**src/rtl/q_stream_monitor.sv**
```systemverilog
// Stream checker for the 4-bit register stage. It checks that q and qnot are complementary,
// detects a programmable 3-value sequence on q, and reports each match as a timestamped event.
module q_stream_monitor #(
  parameter int WIDTH = 4,
  parameter int CNT_W = 8
) (
  input  logic             clk,
  input  logic             rst,
  input  logic             en,
  input  logic             clr,
  input  logic [WIDTH-1:0] q_in,
  input  logic [WIDTH-1:0] qnot_in,
  input  logic [WIDTH-1:0] pat0,
  input  logic [WIDTH-1:0] pat1,
  input  logic [WIDTH-1:0] pat2,
  output logic             match,
  output logic [CNT_W-1:0] match_count,
  output logic             err,
  output logic             err_flag,
  output logic             evt_valid,
  input  logic             evt_ready,
  output logic [CNT_W-1:0] evt_data,
  output logic             ovf_flag
);

  // state  | meaning
  // S_IDLE | no prefix of the pattern seen
  // S_GOT0 | last valid sample matched pat0
  // S_GOT1 | last two valid samples matched pat0, pat1
  typedef enum logic [1:0] {S_IDLE, S_GOT0, S_GOT1} state_t;

  localparam logic [CNT_W-1:0] CNT_MAX = {CNT_W{1'b1}};

  state_t           state_q, state_d;
  logic             match_q, err_q, err_flag_q, ovf_q, evt_valid_q;
  logic             err_flag_d, ovf_d, evt_valid_d;
  logic [CNT_W-1:0] cnt_q, cnt_d, ts_q, evt_data_q, evt_data_d;
  logic             sample_ok, sample_bad, hit, accept;

  assign sample_ok  = en && (q_in == ~qnot_in);
  assign sample_bad = en && (q_in != ~qnot_in);
  assign accept     = evt_valid_q && evt_ready;

  always_comb begin
    state_d = state_q;
    hit     = 1'b0;
    if (sample_bad) begin
      state_d = S_IDLE;
    end else if (sample_ok) begin
      case (state_q)
        S_IDLE: state_d = (q_in == pat0) ? S_GOT0 : S_IDLE;
        S_GOT0: begin
          if (q_in == pat1)      state_d = S_GOT1;
          else if (q_in == pat0) state_d = S_GOT0;
          else                   state_d = S_IDLE;
        end
        S_GOT1: begin
          if (q_in == pat2) begin
            hit     = 1'b1;
            // a completed match can double as the start of the next one
            state_d = (pat2 == pat0) ? S_GOT0 : S_IDLE;
          end else if (q_in == pat0) begin
            state_d = S_GOT0;
          end else begin
            state_d = S_IDLE;
          end
        end
        default: state_d = S_IDLE;
      endcase
    end
  end

  always_comb begin
    cnt_d       = cnt_q;
    err_flag_d  = err_flag_q | sample_bad;
    ovf_d       = ovf_q | (hit && evt_valid_q && !evt_ready);
    evt_valid_d = evt_valid_q;
    evt_data_d  = evt_data_q;
    if (hit && cnt_q != CNT_MAX) cnt_d = cnt_q + CNT_W'(1);
    if (clr) begin
      cnt_d      = '0;
      err_flag_d = 1'b0;
      ovf_d      = 1'b0;
    end
    // an accept frees the slot in time for a same-cycle match to load
    if (hit && (!evt_valid_q || accept)) begin
      evt_valid_d = 1'b1;
      evt_data_d  = ts_q;
    end else if (accept) begin
      evt_valid_d = 1'b0;
    end
  end

  always_ff @(posedge clk or posedge rst) begin
    if (rst) begin
      state_q     <= S_IDLE;
      match_q     <= 1'b0;
      err_q       <= 1'b0;
      err_flag_q  <= 1'b0;
      ovf_q       <= 1'b0;
      evt_valid_q <= 1'b0;
      evt_data_q  <= '0;
      cnt_q       <= '0;
      ts_q        <= '0;
    end else begin
      state_q     <= state_d;
      match_q     <= hit;
      err_q       <= sample_bad;
      err_flag_q  <= err_flag_d;
      ovf_q       <= ovf_d;
      evt_valid_q <= evt_valid_d;
      evt_data_q  <= evt_data_d;
      cnt_q       <= cnt_d;
      ts_q        <= ts_q + CNT_W'(1);
    end
  end

  assign match       = match_q;
  assign match_count = cnt_q;
  assign err         = err_q;
  assign err_flag    = err_flag_q;
  assign ovf_flag    = ovf_q;
  assign evt_valid   = evt_valid_q;
  assign evt_data    = evt_data_q;

endmodule
```
**config.mk**
```make
export PLATFORM = sky130hd
export DESIGN_NAME = q_stream_monitor
export DESIGN_NICKNAME = d
export VERILOG_FILES = /design/src/rtl/q_stream_monitor.sv
export SDC_FILE = /design/constraint.sdc
export NUM_CORES = 1
export LEC_CHECK = 0
export ABC_AREA = 1
export BUFFER_PORTS_ARGS = -buffer_cell sky130_fd_sc_hd__buf_2
export CAP_MARGIN = 25
export CORE_MARGIN = 5
export CORE_UTILIZATION = 45
export DETAILED_ROUTE_END_ITERATION = 7
export PLACE_DENSITY = 0.73
export SLEW_MARGIN = 20
export SYNTH_ARGS = -nofsm -noshare
export SYNTH_HDL_FRONTEND = slang
export SYNTH_SLANG_ARGS = --single-unit
```
**constraint.sdc**
```tcl
create_clock -name clk -period 1.35 [get_ports clk]
set_input_delay 0.135 -clock clk [delete_from_list [all_inputs] [get_ports clk]]
set_output_delay 0.135 -clock clk [all_outputs]
set_load 0.05 [all_outputs]
```
==> summary.txt, run 1 <==
Finish
  – Layout area overhead: 33.3%
  – Most common cell after layout, fill and taps aside: nand2_1
  – Nets: 308
  – Most frequent cells in the layout: nand2_1, buf_2, inv_1
  – Utilization after layout: between 60% and 70%
  – Proportion of layout cells with a drive suffix above 1: a little over a third
  – Multi-input gate area: 921 µm²
  – Storage cell area: about 800 µm²
  – Finished Layout Cells: 330
  – Fill cell total of the finished layout: 328
  – N_diodes: 0

Placed design
  – RD Place Congestion: between 0.7 and 0.8
  – Placed instance count: 318
  – Number of port buffers: 45
  – Dpl hpwl: about 2.8 mm

Route
  – DR DRC count: 0
  – Post-Route WL: 3.73 mm
  – Initial DRT Pass Iterations: 5
  – Remaining antenna violation count after routing: 0
  – Vias: between 1500 and 2000
  – Wire per inst: around 11 µm
  – Via-to-Cell Ratio: 4.79
  – DR iter-0 viols: approximately 100

CTS
  – Inserted Clock Buffers: 5
  – CTS H-tree depth: 2
  – Clk slew on worst S/H paths: 0.07 ns
  – Root buffer cell: clkbuf_8
  – TritonCTS clock tree: yes
  – CTS Sinks: 31
  – Clk Latency, worst-skew pair: about 0.28 ns
  – Bufs on Longest Clock Path: 2

Timing
  – Setup TNS: 0 ns
  – Fmax: between 700 and 800 MHz
  – RSZ-0062 raised after global routing: true
  – Final Cycle Share: a little over nine tenths
  – Final setup vio count: 0
  – Worst-margin pin slew: around 0.56 ns
  – Final Hold Fails: 0
  – Min Tclk post-route: 1.32 ns
  – Setup Skew: between 0.004 and 0.005 ns
  – Slew Limit Fails: 0
  – Rel. slew slack: between 60% and 70%

Critical path
  – R2r endpoint: match_count[4]
  – CP Launch Type: register
  – Nature of the critical path endpoint: register
  – Crit path cell chain: ha_4 -> nand2_4 -> nor3_4 -> nand2_2 -> buf_4 -> nand4_1 -> nand2_1
  – FF-to-FF setup slack: approximately 0.03 ns
  – Reg2reg start: match_count[1]
  – Req. time, crit path: 1.52 ns
  – Reg2reg path depth: 7
  – Setup CP Type: register to register
  – Largest stage delay, worst path: 0.40 ns
  – Slowest CP cell: dfrtp_2
  – CP arrival: approximately 1.5 ns
  – Crit path max fanout: 5

Die
  – Die height: 72.0 µm
  – DIE WIDTH: between 70 and 80 µm
  – Core ar.: between 3000 and 4000 µm²
  – Die ar.: 5190 µm²
  – Row cnt: 22
  – I/O pin total: 46
  – Initial core utilization: about 47%

Synth
  – Sequential area share after synthesis: about 45%
  – Post-Syn Area: 1730 µm²
  – Synth area leaders: dfrtp_1, nand2_1, inv_1
  – Cells after synthesis: between 200 and 250
  – Syn nets: around 250
  – Synth top area share: ~45%
  – Warnings, synthesis: 0
  – Dominant cell type by area after synthesis: dfrtp_1
  – Seq cells post-synth: 31
  – Yosys cell types: 22
  – Avg Inst Size Synth: approximately 7.8 µm²

Power
  – Switching share of total power: between 20 and 25%
  – Leakage power: 1.30 nW
  – Power Dens Cells: between 800 and 900 nW/µm²
  – Sw power: between 400 and 500 µW
  – Comb power frac: a little under a tenth
  – Clock power frac: a little under half
  – Sequential share of power: about 45%
  – Peak VDD IR: around 470 µV
  – Int Power: 1.60 mW
  – Total power: between 2 and 2.5 mW

Global route
  – First-pass GRT wire length: 6.58 mm
  – Largest net degree at the start of global routing: 32
  – Initial antenna violation count: 0
  – GRT Util Overall: approximately 16%
  – Vias in the first global route: around 1500
  – Overflow left after global routing: 0

Worst hold path
  – Worst Hold Depth: 2
  – HP Class: input pin to register
  – Sink of the worst hold path: ovf_flag
  – Hold Startpoint: clr

Outcome
  – Status: finished clean

Job
  – MaxCap Viol Count: 0
==> worst max-delay path by stage <==
stage / from / end
after floorplan: match_count[0] / match_count[0]
after global placement: match_count[1] / match_count[3]
after detailed placement: match_count[0] / match_count[4]
after CTS: match_count[0] / match_count[4]
after global routing: match_count[1] / match_count[1]
final: match_count[1] / match_count[4]
==> cell usage after synthesis (all sizes together) <==
master   n
nand2   84
dfrtp   31
inv     31
nor2    22
nand3   16
nand4   10
xor2     9
xnor2    7
a21oi    3
ha       2
nor3     2
buf      1
clkbuf   1
nand3b   1
o22ai    1
==> worst max-delay path, delay by kind of cell, from the launching register on <==
family	cells	cell delay [ns]
buffers and inverters	1	0.16
adder cells (fa/ha/maj)	1	0.16
AND/OR/NAND/NOR	5	0.48
flip-flops	1	0.40
==> through the flow <==
step	area [µm²]	hold slack (ns)	setup slack [ns]
2_1_floorplan	1770	0.191	-0.0610
3_3_place_gp	2100	0.229	0.0178
3_5_place_dp	2100	0.235	-0.00569
4_1_cts	2240	0.0256	0.0270
5_1_grt	2310	0.0292	-0.0574
6_report	2310	0.0295	0.0299
==> metal layers <==
layer / wire length, µm / track usage (%)
met1: 1530 / 18.4
met2: 1940 / 28.2
met3: 214 / 4.71
met4: 39 / 3.76
met5: 0 / 0
==> power groups by stage <==
stage	clock, mW	sequential, mW	combinational (mW)
final	0.935	0.935	0.194
after global routing	1.01	0.935	0.221
after CTS	0.949	0.935	0.193
after detailed placement	0	0.953	0.190
after global placement	0	0.952	0.188
after floorplan	0	0.970	0.100
==> sequential cells by signal (all words and copies together), names as in the netlist <==
signal	flops
evt_data	8
match_count	8
ts_q	8
state_q	2
err	1
err_flag	1
evt_valid	1
match	1
ovf_flag	1
==> cell type report <==
type | count | area share (%)
tap | 48 | 2.60
timing repair buffer | 54 | 13.3
sequential | 31 | 34.0
clock inverter | 2 | 1.52
clock buffer | 6 | 3.58
multi-input combinational | 158 | 39.9
inverter | 31 | 5.04
==> kinds of logic (layout without fill, tap and decap cells) <==
group / after synthesis / in the layout / share of synthesized area [%]
buffers and inverters: 33 / 93 / 7.59
xor gates and xnor gates: 16 / 16 / 8.09
adders and majority gates: 2 / 2 / 1.44
AOI/OAI and AO/OA: 4 / 4 / 1.45
DFF: 31 / 31 / 44.8
and+or+nand+nor: 135 / 136 / 36.6
==> repair_timing <==
action	CTS	global route
pin swaps	1	5
setup endpoints to repair	8	17
setup buffers	0	2
hold buffers	1	0
gates resized for setup	2	12
hold endpoints to repair	31	0
gates cloned	1	0
(Power assumes the default switching activity.)
==> run 2, diff against run 1 <==
GPL_TIMING_DRIVEN = 0   (was not set)
PLACE_DENSITY = 0.69   (was 0.73)
==> run 2 against run 1 <==
Effect of this change:
- wire length up 3.2%
- final cell count is 0.91% lower
- power shrank 0.71%
- highest routed layer unchanged
==> summary.txt, run 2 (same netlist as run 1, synthesis figures left out) <==
Die
  – Die height: 72.0 µm (unchanged)
  – Initial core utilization: 46.9% (unchanged)
  – Core ar.: 3690 µm² (unchanged)
  – Row cnt: 22 (unchanged)
  – Die ar.: 5190 µm² (unchanged)
  – I/O pin total: 46 (unchanged)
  – DIE WIDTH: 72.0 µm (unchanged)

Finish
  – N_diodes: 0 (unchanged)
  – Proportion of layout cells with a drive suffix above 1: 36.9% (+1.1 points)
  – Storage cell area: 786 µm² (unchanged)
  – Multi-input gate area: 928 µm² (+0.82%)
  – Finished Layout Cells: 327 (-0.91%)
  – Layout area overhead: 31.7%
  – Fill cell total of the finished layout: 331 (+0.91%)
  – Most frequent cells in the layout: nand2_1, buf_2, inv_1
  – Most common cell after layout, fill and taps aside: nand2_1
  – Utilization after layout: 61.8% (-0.75 points)
  – Nets: 305 (-0.97%)

Power
  – Clock power frac: 45.0% (-0.3 points)
  – Switching share of total power: 22.0% (-0.48 points)
  – Sw power: 451 µW (-2.8%)
  – Sequential share of power: 45.6% (+0.3 points)
  – Comb power frac: 9.4% (about the same)
  – Leakage power: 1.30 nW (about the same)
  – Power Dens Cells: 899 nW/µm² (+0.49%)
  – Peak VDD IR: 461 µV (-2.3%)
  – Int Power: 1.60 mW (about the same)

Route
  – Remaining antenna violation count after routing: 0 (unchanged)
  – Initial DRT Pass Iterations: 4 (-1)
  – DR iter-0 viols: 51 (-50%)
  – Wire per inst: 11.8 µm (+4.1%)
  – DR DRC count: 0 (unchanged)
  – Via-to-Cell Ratio: 4.78 (-0.17%)
  – Vias: 1564 (-1.1%)
  – Post-Route WL: 3.85 mm (+3.2%)

CTS
  – Clk slew on worst S/H paths: 0.06 ns (about the same)
  – Bufs on Longest Clock Path: 2 (unchanged)
  – CTS Sinks: 31 (unchanged)
  – TritonCTS clock tree: yes
  – Root buffer cell: clkbuf_8
  – CTS H-tree depth: 2 (unchanged)
  – Clk Latency, worst-skew pair: 0.27 ns (about the same)
  – Inserted Clock Buffers: 5 (unchanged)

Timing
  – Rel. slew slack: 57.2% (-5.3 points)
  – Final setup vio count: 0 (unchanged)
  – Min Tclk post-route: 1.33 ns (+0.0149 ns)
  – Final Cycle Share: 98.9% (+1.1 points)
  – Slew Limit Fails: 0 (unchanged)
  – Fmax: 749 MHz (-1.1%)
  – Setup Skew: 0.00361 ns (-0.000520 ns)
  – Final Hold Fails: 0 (unchanged)
  – Setup WS post-layout: 0.0151 ns (-0.0149 ns)
  – RSZ-0062 raised after global routing: true
  – Worst-margin pin slew: 0.641 ns (+0.0790 ns)
  – Hold slack final: 0.0496 ns (+0.0200 ns)

Placed design
  – Number of port buffers: 45 (unchanged)
  – Dpl hpwl: 2.80 mm (+0.57%)
  – RD Place Congestion: 0.745 (-5.2%)
  – Placed instance count: 314 (-1.3%)
  – Post-place setup slack: 0.00466 ns (+0.0104 ns)

Global route
  – Overflow left after global routing: 0 (unchanged)
  – Vias in the first global route: 1534 (-0.39%)
  – GRT Util Overall: 15.9% (+0.13 points)
  – First-pass GRT wire length: 6.51 mm (-1.0%)
  – Largest net degree at the start of global routing: 32 (unchanged)
  – Initial antenna violation count: 0 (unchanged)

Critical path
  – CP Launch Type: register
  – Crit path max fanout: 4 (-1)
  – Crit path to: match_count[1]
  – Nature of the critical path endpoint: register
  – Req. time, crit path: 1.51 ns (about the same)
  – Reg2reg path depth: 6 (-1)
  – Most used cell, CP: nand2_1
  – Crit path cell chain: ha_4 -> nand2_4 -> nor3_4 -> nand2_1 -> nand4_1 -> nand2_1
  – Setup CP Type: register to register
  – R2r endpoint: match_count[1]
  – Slowest CP cell: dfrtp_2
  – FF-to-FF setup slack: 0.02 ns (about the same)
  – CP arrival: 1.49 ns (about the same)
  – Largest stage delay, worst path: 0.39 ns (about the same)
  – Setup crit start: match_count[0]
  – Reg2reg start: match_count[0]

Worst hold path
  – HP Class: input pin to register

Job
  – MaxCap Viol Count: 0 (unchanged)

Outcome
  – Status: finished clean
-- run 2: timing repair --
item,in CTS,in global routing
endpoints found under the setup margin,10,16
resized for setup,2,18
cloned,1,0
endpoints found under the hold margin,31,0
pin swaps,0,7
buffers inserted,0,3
hold buffers,1,0
-- run 2: power groups by stage --
stage               clock, mW  combinational [mW]  sequential, mW
floorplan                   0               0.100           0.970
global placement            0               0.187           0.953
detailed placement          0               0.191           0.953
CTS                     0.947               0.193           0.936
global route            0.992               0.218           0.936
finish                  0.922               0.193           0.936
-- run 2: critical path: cells and delay by family (launching register included) --
family	cells	cell delay (ns)
and+or+nand+nor	5	0.68
DFF	1	0.39
adders and majority gates	1	0.15
-- run 2: worst min path at each step --
stage / start / end / depth (start not counted)
2_1_floorplan: clr / ovf_flag / 1
3_3_place_gp: clr / ovf_flag / 2
3_5_place_dp: rst / match / 2
4_1_cts: clr / ovf_flag / 2
5_1_grt: clr / ovf_flag / 2
6_report: clr / ovf_flag / 2
-- run 2: stage by stage --
stage / area (µm²) / TNS, ns / power [mW]
finish: 2280 / 0 / 2.05
global route: 2280 / -0.562 / 2.15
CTS: 2200 / 0 / 2.08
detailed placement: 2060 / 0 / 1.14
global placement: 2060 / 0 / 1.14
floorplan: 1770 / -0.476 / 1.07
-- run 2: per-layer routing --
layer | wire length (µm) | global-route usage, %
met5 | 0 | 0
met4 | 31 | 5.22
met3 | 162 | 4.29
met2 | 2020 | 28.1
met1 | 1640 | 18.5
-- run 2: cell type report --
cell class                 count  area share [%]
buffer                         2           0.658
clock buffer                   6            3.62
clock inverter                 2            1.54
inverter                      31            5.10
multi-input combinational    158            40.7
sequential                    31            34.4
tap                           48            2.63
timing repair buffer          49            11.3
==> run 3, diff against run 2 <==
PLACE_DENSITY = 0.66   (was 0.69)
clock period = 1.4 ns   (was 1.35 ns; I/O delays follow)
==> run 3 against run 2 <==
Effect of this change:
- sequential power fell by 3.5%
- maximum frequency rose by 3.4%
- combinational power fell by 6%
- clock power fell by 25%
- register-to-register slack improved by 0.09 ns
- power fell by 13%
- first-iteration DRC count rose by 98%
- die area did not move
- largest cell class unchanged
==> summary.txt, run 3 (same netlist as run 1, synthesis figures left out) <==
Outcome
  – Status: finished clean

Route
  – Post-Route WL: 3.44 mm (-11%)
  – Vias: 1510 (-3.5%)
  – Via-to-Cell Ratio: 4.67 (-2.3%)
  – Remaining antenna violation count after routing: 0 (unchanged)
  – DR iter-0 viols: 101 (+98%)
  – Initial DRT Pass Iterations: 4 (unchanged)
  – DR DRC count: 0 (unchanged)
  – Wire per inst: 10.6 µm (-9.6%)

Global route
  – GRT Util Overall: 14.5% (-1.4 points)
  – Met2 GRT Util: 23.2% (-4.9 points)
  – First-pass GRT wire length: 5.87 mm (-9.9%)
  – GRT met3 Usage: 4.29% (unchanged)
  – Initial antenna violation count: 0 (unchanged)
  – Overflow left after global routing: 0 (unchanged)
  – M1 GR Usage: 18.1% (-0.44 points)
  – Most Used Layer, Global Route: met2
  – Vias in the first global route: 1365 (-11%)
  – Largest net degree at the start of global routing: 32 (unchanged)

Finish
  – Fill cell total of the finished layout: 360 (+8.8%)
  – Most frequent cells in the layout: nand2_1, buf_2, inv_1
  – Finished Layout Cells: 323 (-1.2%)
  – Nets: 302 (-0.98%)
  – Layout area overhead: 27.1%
  – Most common cell after layout, fill and taps aside: nand2_1
  – N_diodes: 0 (unchanged)
  – Proportion of layout cells with a drive suffix above 1: 31.6% (-5.3 points)

Timing
  – Setup TNS: 0 ns (unchanged)
  – Final Hold Fails: 0 (unchanged)
  – Hold slack final: 0.0432 ns (-0.00635 ns)
  – RSZ-0062 raised after global routing: false
  – Min Tclk post-route: 1.29 ns (-0.0435 ns)
  – Final Cycle Share: 92.2% (-6.6 points)
  – Setup Skew: 0.00766 ns (+0.00405 ns)
  – Setup WS post-layout: 0.109 ns (+0.0935 ns)
  – Slew Limit Fails: 0 (unchanged)
  – Rel. slew slack: 58.6% (+1.4 points)
  – Fmax: 774 MHz (+3.4%)
  – Worst-margin pin slew: 0.621 ns (-0.0208 ns)
  – Final setup vio count: 0 (unchanged)

Power
  – Peak VDD IR: 353 µV (-24%)
  – Power Dens Cells: 806 nW/µm² (-10%)
  – Leakage power: 1.26 nW (-3.0%)

CTS
  – Root buffer cell: clkbuf_8
  – TritonCTS clock tree: yes
  – CTS H-tree depth: 2 (unchanged)
  – Inserted Clock Buffers: 5 (unchanged)
  – CTS Sinks: 31 (unchanged)
  – Bufs on Longest Clock Path: 2 (unchanged)
  – Clk slew on worst S/H paths: 0.06 ns (about the same)
  – Clk Latency, worst-skew pair: 0.28 ns (about the same)

Die
  – Initial core utilization: 46.9% (unchanged)
  – Die height: 72.0 µm (unchanged)
  – I/O pin total: 46 (unchanged)
  – Core ar.: 3690 µm² (unchanged)
  – Die ar.: 5190 µm² (unchanged)
  – Row cnt: 22 (unchanged)
  – DIE WIDTH: 72.0 µm (unchanged)

Critical path
  – Crit path max fanout: 7 (+3)
  – CP arrival: 1.45 ns (-0.04 ns)
  – Reg2reg start: match_count[0]
  – Setup CP Type: register to register
  – CP Launch Type: register
  – FF-to-FF setup slack: 0.11 ns (+0.09 ns)
  – Nature of the critical path endpoint: register
  – Reg2reg path depth: 7 (+1)
  – Req. time, crit path: 1.56 ns (+0.05 ns)
  – Setup crit start: match_count[0]
  – Crit path to: match_count[2]
  – R2r endpoint: match_count[2]

Worst hold path
  – Hold Startpoint: clr
  – Worst Hold Depth: 2 (unchanged)
  – HP Class: input pin to register

Placed design
  – RD Place Congestion: 0.770 (+3.3%)
  – Number of port buffers: 45 (unchanged)
  – Dpl hpwl: 2.64 mm (-5.6%)
  – Post-place setup slack: 0.0127 ns (+0.00807 ns)
  – Placed instance count: 314 (unchanged)

Job
  – MaxCap Viol Count: 0 (unchanged)
==> run 3: cell count changes in the layout (fill, tap and decap cells not counted), moves of 2 or more <==
cell,previous run,this run
nand2_2,14,7
buf_4,3,0
nand3_2,3,1
nand2_1,68,75
nand3_1,12,14
==> run 3: timing repair <==
| item | CTS | global route |
|---|---|---|
| buffers inserted | 0 | 1 |
| hold buffers | 1 | 0 |
| pin swaps | 0 | 4 |
| setup endpoints to repair | 8 | 16 |
| gates resized for setup | 1 | 7 |
| hold endpoints to repair | 31 | 0 |
==> run 3: per-stage QoR <==
| stage | util (%) | cell area, µm² | total power [mW] |
|---|---|---|---|
| 6_report | 59.7 | 2200 | 1.77 |
| 5_1_grt | 59.7 | 2200 | 1.87 |
| 4_1_cts | 58.4 | 2150 | 1.80 |
| 3_5_place_dp | 55.7 | 2050 | 1.10 |
| 3_3_place_gp | 55.7 | 2050 | 1.10 |
| 2_1_floorplan | - | 1770 | 1.03 |
==> run 3: worst min-delay path by stage <==
| stage | end | slack [ns] |
|---|---|---|
| global route | ovf_flag | 0.04 |
| detailed placement | evt_data[7] | 0.27 |
| floorplan | ovf_flag | 0.20 |
| CTS | ovf_flag | 0.04 |
| global placement | ovf_flag | 0.34 |
| finish | ovf_flag | 0.04 |
==> run 3: per-layer routing <==
| metal | vias to the layer above | wire (µm) |
|---|---|---|
| met1 | 670 | 1530 |
| met3 | 5 | 241 |
| li1 | 793 | - |
| met5 | - | 0 |
| met2 | 42 | 1600 |
| met4 | 0 | 68 |
==> run 3: cell type report <==
cell class	instances	area [µm²]	area share [%]
Buffer	2	15.0	0.682
Clock buffer	6	82.6	3.75
Clock inverter	1	5.00	0.227
Inverter	31	116	5.29
Multi-Input combinational cell	157	882	40.1
Sequential cell	31	785	35.6
Tap cell	48	60.1	2.73
Timing Repair Buffer	47	255	11.6
==> run 3: where the power goes <==
group / switching, mW / internal [mW] / leakage, nW
Clock: 0.305 / 0.385 / 0.0470
Combinational: 0.116 / 0.0663 / 0.811
Sequential: 0.00194 / 0.901 / 0.404
==> run 3: critical path: stages (launching register included) <==
cell	delay [ns]
dfrtp_2	0.41
ha_4	0.16
nand2_4	0.06
nor3_4	0.14
nand2_2	0.13
buf_12	0.16
nand4_1	0.08
nand2_1	0.05
